**src/rtl/seg_scan_display.sv**
```systemverilog
// Multiplexed seven-segment scanner: hex decode, refresh prescaler,
// frame-synchronous (tear-free) data update, per-digit dp and blink,
// and a frame_done pulse when the scan wraps to digit 0.
// Optional build macro SEG_SCAN_LEADING_ZERO_BLANK_EN: digits above the
// most significant nonzero nibble show blank segments (digit 0 never blanks).
module seg_scan_display #(
  parameter int NUM_DIGITS   = 8,
  parameter int DIV          = 20000,
  parameter int BLINK_FRAMES = 64
) (
  input  logic                    clk,
  input  logic                    reset,
  input  logic                    load,
  input  logic [4*NUM_DIGITS-1:0] data_in,
  input  logic [NUM_DIGITS-1:0]   dp_in,
  input  logic [NUM_DIGITS-1:0]   blink_in,
  output logic [NUM_DIGITS-1:0]   LEDSEL,
  output logic [7:0]              LEDOUT,
  output logic                    frame_done
);

  localparam int PW = (DIV > 2) ? $clog2(DIV) : 1;
  localparam int IW = $clog2(NUM_DIGITS);
  localparam int FW = (BLINK_FRAMES > 1) ? $clog2(BLINK_FRAMES) : 1;
  localparam logic [PW-1:0] PMAX = PW'(DIV - 1);
  localparam logic [IW-1:0] LAST = IW'(NUM_DIGITS - 1);
  localparam logic [FW-1:0] FMAX = FW'(BLINK_FRAMES - 1);

  logic [PW-1:0]           presc;
  logic [IW-1:0]           idx;
  logic [4*NUM_DIGITS-1:0] stg_d, sh_d;
  logic [NUM_DIGITS-1:0]   stg_p, stg_b, sh_p, sh_b;
  logic                    pending;
  logic [FW-1:0]           fcnt;
  logic                    phase;

  logic                    tick, boundary;
  logic [IW-1:0]           idx_nxt;
  logic [4*NUM_DIGITS-1:0] sh_d_nxt;
  logic [NUM_DIGITS-1:0]   sh_p_nxt, sh_b_nxt;
  logic                    phase_nxt;
  logic [3:0]              nib;
  logic                    dp_sel, blink_sel;
  logic [NUM_DIGITS-1:0]   sel_nxt;
  logic [7:0]              seg_nxt;

  // Active-low {g,f,e,d,c,b,a} pattern for one hex nibble
  function automatic logic [6:0] hex7(input logic [3:0] v);
    case (v)
      4'h0: hex7 = 7'h40;  4'h1: hex7 = 7'h79;  4'h2: hex7 = 7'h24;  4'h3: hex7 = 7'h30;
      4'h4: hex7 = 7'h19;  4'h5: hex7 = 7'h12;  4'h6: hex7 = 7'h02;  4'h7: hex7 = 7'h78;
      4'h8: hex7 = 7'h00;  4'h9: hex7 = 7'h10;  4'hA: hex7 = 7'h08;  4'hB: hex7 = 7'h03;
      4'hC: hex7 = 7'h46;  4'hD: hex7 = 7'h21;  4'hE: hex7 = 7'h06;  default: hex7 = 7'h0E;
    endcase
  endfunction

  // Scan timing and the frame-boundary view of shadow/blink state; outputs are
  // decoded from the next-state values so a boundary load shows in that frame.
  always_comb begin
    tick      = (presc == PMAX);
    boundary  = tick && (idx == LAST);
    idx_nxt   = idx;
    if (tick) idx_nxt = (idx == LAST) ? '0 : idx + 1'b1;
    sh_d_nxt  = sh_d;
    sh_p_nxt  = sh_p;
    sh_b_nxt  = sh_b;
    if (boundary && load) begin
      sh_d_nxt = data_in;
      sh_p_nxt = dp_in;
      sh_b_nxt = blink_in;
    end else if (boundary && pending) begin
      sh_d_nxt = stg_d;
      sh_p_nxt = stg_p;
      sh_b_nxt = stg_b;
    end
    phase_nxt = (boundary && fcnt == FMAX) ? ~phase : phase;
  end

`ifdef SEG_SCAN_LEADING_ZERO_BLANK_EN
  logic [IW-1:0] msd, msd_nxt;

  // Most significant nonzero digit of the incoming frame's shadow data
  always_comb begin
    msd_nxt = msd;
    if (boundary) begin
      msd_nxt = '0;
      for (int i = 0; i < NUM_DIGITS; i++)
        if (sh_d_nxt[4*i +: 4] != 4'h0) msd_nxt = IW'(i);
    end
  end

  // Significance is held for the whole frame
  always_ff @(posedge clk or negedge reset)
    if (!reset) msd <= '0;
    else        msd <= msd_nxt;
`endif

  // Select the digit slot being entered and decode its segment pattern
  always_comb begin
    nib       = 4'h0;
    dp_sel    = 1'b0;
    blink_sel = 1'b0;
    sel_nxt   = '1;
    for (int i = 0; i < NUM_DIGITS; i++) begin
      if (idx_nxt == IW'(i)) begin
        nib        = sh_d_nxt[4*i +: 4];
        dp_sel     = sh_p_nxt[i];
        blink_sel  = sh_b_nxt[i];
        sel_nxt[i] = 1'b0;
      end
    end
    seg_nxt = {~dp_sel, hex7(nib)};
`ifdef SEG_SCAN_LEADING_ZERO_BLANK_EN
    if (idx_nxt > msd_nxt) seg_nxt[6:0] = 7'h7F;
`endif
    if (blink_sel && phase_nxt) seg_nxt = 8'hFF;
  end

  // Prescaler, scan index, staging/shadow update, blink timing and pin registers
  always_ff @(posedge clk or negedge reset) begin
    if (!reset) begin
      presc      <= '0;
      idx        <= LAST;
      stg_d      <= '0;
      stg_p      <= '0;
      stg_b      <= '0;
      sh_d       <= '0;
      sh_p       <= '0;
      sh_b       <= '0;
      pending    <= 1'b0;
      fcnt       <= '0;
      phase      <= 1'b0;
      LEDSEL     <= '1;
      LEDOUT     <= 8'hFF;
      frame_done <= 1'b0;
    end else begin
      presc      <= tick ? '0 : presc + 1'b1;
      idx        <= idx_nxt;
      sh_d       <= sh_d_nxt;
      sh_p       <= sh_p_nxt;
      sh_b       <= sh_b_nxt;
      phase      <= phase_nxt;
      frame_done <= boundary;
      if (load) begin
        stg_d <= data_in;
        stg_p <= dp_in;
        stg_b <= blink_in;
      end
      // A load on the boundary edge already went straight to shadow
      if (boundary)  pending <= 1'b0;
      else if (load) pending <= 1'b1;
      if (boundary) fcnt <= (fcnt == FMAX) ? '0 : fcnt + 1'b1;
      if (tick) begin
        LEDSEL <= sel_nxt;
        LEDOUT <= seg_nxt;
      end
    end
  end

endmodule

```
**config.mk**
```make
export PLATFORM = sky130hd
export DESIGN_NAME = seg_scan_display
export DESIGN_NICKNAME = d
export VERILOG_FILES = /design/src/rtl/seg_scan_display.sv
export SDC_FILE = /design/constraint.sdc
export NUM_CORES = 1
export LEC_CHECK = 0
export BUFFER_PORTS_ARGS = -buffer_cell sky130_fd_sc_hd__buf_4
export CAP_MARGIN = 10
export CORE_ASPECT_RATIO = 0.75
export CORE_MARGIN = 2
export CORE_UTILIZATION = 64
export CTS_CLUSTER_DIAMETER = 120
export DETAILED_ROUTE_END_ITERATION = 8
export MAX_ROUTING_LAYER = met4
export PLACE_DENSITY_LB_ADDON = 0.08
export SYNTH_ARGS = -nofsm -noshare
export SYNTH_HDL_FRONTEND = slang
export SYNTH_SLANG_ARGS = --single-unit
export TNS_END_PERCENT = 20
```
**constraint.sdc**
```tcl
create_clock -name clk -period 8 [get_ports clk]
set_input_delay 1.2 -clock clk [delete_from_list [all_inputs] [get_ports clk]]
set_output_delay 1.2 -clock clk [all_outputs]
set_load 0.02 [all_outputs]
```
==> impl_metrics.env <==
export IMPL_r2r_start="presc[5]"
export IMPL_crit_top_cell="inv_1"
export IMPL_finalHoldViolCount=0
export IMPL_slew_viol_final=0
export IMPL_gr_total_overflow=0
export IMPL_drive_gt1_frac=0.2706
export IMPL_ir_drop_uv=153.4
export IMPL_firstDrtPassIters=5
export IMPL_cp_required_ns=8.32
export IMPL_tritoncts="yes"
export IMPL_cp_slowest_cell="nand2_1"
export IMPL_fillCellCount=715
export IMPL_die_h_um=93.59
export IMPL_final_antenna_net_count=0
export IMPL_yosys_most_used_dff="dfrtp_1"
export IMPL_worst_slew_pin_transition_ns=1.153
export IMPL_synth_nets=687
export IMPL_hold_start="presc[0]"
export IMPL_area_delta_synth_final_pct=16.46
export IMPL_ys_async_sr_fraction=1.000
export IMPL_avgSynthCellArea_um2=10.94
export IMPL_status="finished, final reports clean"
export IMPL_dieArea_um2=11550
export IMPL_synth_seq_area_share=0.5113
export IMPL_crit_chain="buf_4 -> inv_1 -> nand2_1 -> o32ai_1 -> or2_2 -> mux4_2 -> a22oi_4 -> inv_1 -> ha_1 -> mux4_2 -> inv_1 -> a21oi_1"
export IMPL_antenna_cells=0
export IMPL_first_iter_violations=448
export IMPL_holdBufCountCts=0
export IMPL_multi_input_area_um2=3094
export IMPL_fin_crit_ns=4.749
export IMPL_crit_start="load"
export IMPL_crit_buf_inv=4
export IMPL_synth_cells=626
export IMPL_place_detailed_hpwl_mm=10.54
export IMPL_synth_edf_count=0
export IMPL_synthAdderAreaFrac=0.01827
export IMPL_cts_sinks=139
export IMPL_wirelength_mm=16.97
export IMPL_finalCoreUtilization=0.7692
export IMPL_grt_antenna_before_repair=0
export IMPL_grt_util_all_layers=0.3249
export IMPL_synthDistinctLibCells=69
export IMPL_synthSimpleGateAreaFrac=0.1346
export IMPL_initial_utilization=0.6605
export IMPL_crit_family="simple AND/OR/NAND/NOR gates"
export IMPL_leakagePower_nw=3.532
export IMPL_grt_start_max_net_pins=82
export IMPL_skew_ns=0.01096
export IMPL_synth_top_cell_area_share=0.4384
export IMPL_clock_fmax_mhz=210.6
export IMPL_cp_end_kind="register"
export IMPL_path_class="in -> reg"
export IMPL_synth_top_family_by_area="compound AO/OA/AOI/OAI gates"
export IMPL_fin_nets=739
export IMPL_setup_violations=0
export IMPL_hold_slack_ns=0.4773
export IMPL_synth_top_area_cell="dfrtp_1"
export IMPL_rsz0062_at_grt="no"
export IMPL_arrival_ns=5.07
export IMPL_cts_setup_buffers=0
export IMPL_place_congestion=0.8167
export IMPL_cts_clk_slew_worst_paths_ns=0.06
export IMPL_first_global_vias=5355
export IMPL_cts_resized=0
export IMPL_hold_class="reg -> reg"
export IMPL_netlist_area_um2=6849
export IMPL_grt_pass1_wl_mm=27.53
export IMPL_io_pins=68
export IMPL_synthXorXnorAreaFrac=0.01918
export IMPL_viasPerCell=6.490
export IMPL_die_x_um=123.5
export IMPL_cts_buffers=17
export IMPL_root_buffer="clkbuf_16"
export IMPL_wl_per_cell_um=20.52
export IMPL_yosysWarnings=0
export IMPL_core_region_area_um2=10370
export IMPL_synth_compound_area_frac=0.1564
export IMPL_slew_headroom=0.2312
export IMPL_start_kind="primary input"
export IMPL_io_buffers=67
export IMPL_timing_final_crit_share=0.5936
export IMPL_drc=0
export IMPL_synthMuxAreaShare=0.1215
export IMPL_htree_levels=4
export IMPL_power_density_nw_per_um2=198.8
export IMPL_maxCapViolations=0
export IMPL_clk_latency_ns=0.43
export IMPL_layout_area_seq_um2=3502
export IMPL_cts_buffer_depth=2
export IMPL_rows=32
export IMPL_synthTopCellsByArea="dfrtp_1 44%, mux2_2 7.6%, dfstp_2 7.3%, nor2_1 3.9%, mux2i_1 2.8%"
export IMPL_synth_seq_cells=139
export IMPL_finalSetupTns_ns=0
export IMPL_path_max_fanout=61
export IMPL_crit_path_max_incr_delay_ns=0.74
export IMPL_num_vias=5367
[Yosys cell counts, drive strengths merged, types with 10 or more instances]
library cell	number
mux2	47
and2	10
nand2	31
a31oi	15
o22ai	18
a21oi	21
inv	14
nand3	18
dfstp	19
nor2	71
o32ai	16
xnor2	10
ha	10
buf	23
o21ai	14
mux2i	20
clkbuf	20
dfrtp	120
[kinds of logic after synthesis]
| group | count (synthesis) |
|---|---|
| simple gates | 186 |
| fa+ha+maj | 10 |
| xor+xnor | 15 |
| compound gates | 147 |
| buf+inv | 58 |
| flops | 139 |
| mux | 71 |
[stage by stage]
step           setup WS [ns]  total power, mW  cell area, um2  std cells
2_1_floorplan          4.041           0.7839            6849        626
3_3_place_gp           3.022           0.8274            7397        795
3_5_place_dp           2.882           0.8315            7397        795
4_1_cts                3.308            1.590            7976        827
5_1_grt                3.015            1.636            7976        827
6_report               3.251            1.585            7976        827
[routing by layer]
layer  global-route usage  vias to the layer above  wire length, um
met3              0.08232                       37             1160
li1                     -                     2444                -
met5                    -                        -                0
met1               0.4449                     2685             7700
met2               0.4712                      201             7722
met4               0.1222                        0              390
[placed cells by master (no fill, tap or decap), drive strengths merged, types with 3 or more instances in the layout]
master,n
xnor2,10
dfstp,19
o32a,9
nand2,31
nand4,9
o22a,8
mux2i,20
mux2,47
nor4,5
o22ai,18
o221ai,3
nand2b,4
buf,76
dfrtp,120
a22oi,8
a21oi,21
nor2,71
xor2,5
o21ai,14
inv,14
or2,5
o311ai,3
o211ai,4
mux4,4
a32oi,6
nor3,6
nor2b,5
clkinv,4
nand3,18
nand3b,4
clkbuf,26
and2,10
o31ai,4
a211oi,3
ha,10
and3,5
a31oi,15
o32ai,16
or3,4
[cell type report]
cell class / instances / share of cell area
sequential: 139 / 0.4391
multi-input combinational: 429 / 0.3879
clock inverter: 6 / 0.007529
inverter: 15 / 0.007059
timing repair buffer: 76 / 0.07200
tap: 136 / 0.02133
clock buffer: 26 / 0.06510
[worst register-to-register path: cells and delay by family, from the launching register on]
| kind | cells | cell delay, ns |
|---|---|---|
| multiplexers | 2 | 0.76 |
| flip-flops | 1 | 0.46 |
| buffers and inverters | 4 | 1.09 |
| AO/OA/AOI/OAI | 3 | 1.24 |
| AND/OR/NAND/NOR | 3 | 1.05 |
[registers in the layout, indices dropped and copies added (netlist names)]
name	cells
LEDOUT	8
LEDSEL	8
fcnt	6
frame_done	1
idx	3
pending	1
phase	1
presc	15
sh_b	8
sh_d	32
sh_p	8
stg_b	8
stg_d	32
stg_p	8
[power breakdown]
part | total, mW | leakage (nW) | internal, mW | switching [mW]
Combinational | 0.0769 | 1.58 | 0.0391 | 0.0378
Clock | 0.765 | 0.282 | 0.475 | 0.290
Sequential | 0.743 | 1.67 | 0.729 | 0.0138
Total | 1.59 | 3.53 | 1.24 | 0.342
[final timing paths]
check                           cells after the start  slack, ns        end
worst min register to register                      1       0.48   presc[0]
worst max register to register                     12       3.29  LEDOUT[3]
max in group asynchronous                           2       5.85   sh_d[16]
worst max-delay path                               12       3.25  LEDOUT[3]
min in group asynchronous                           1       0.73    fcnt[3]
worst min-delay path                                1       0.48   presc[0]
Note: power is estimated with default switching activity, not from simulation.
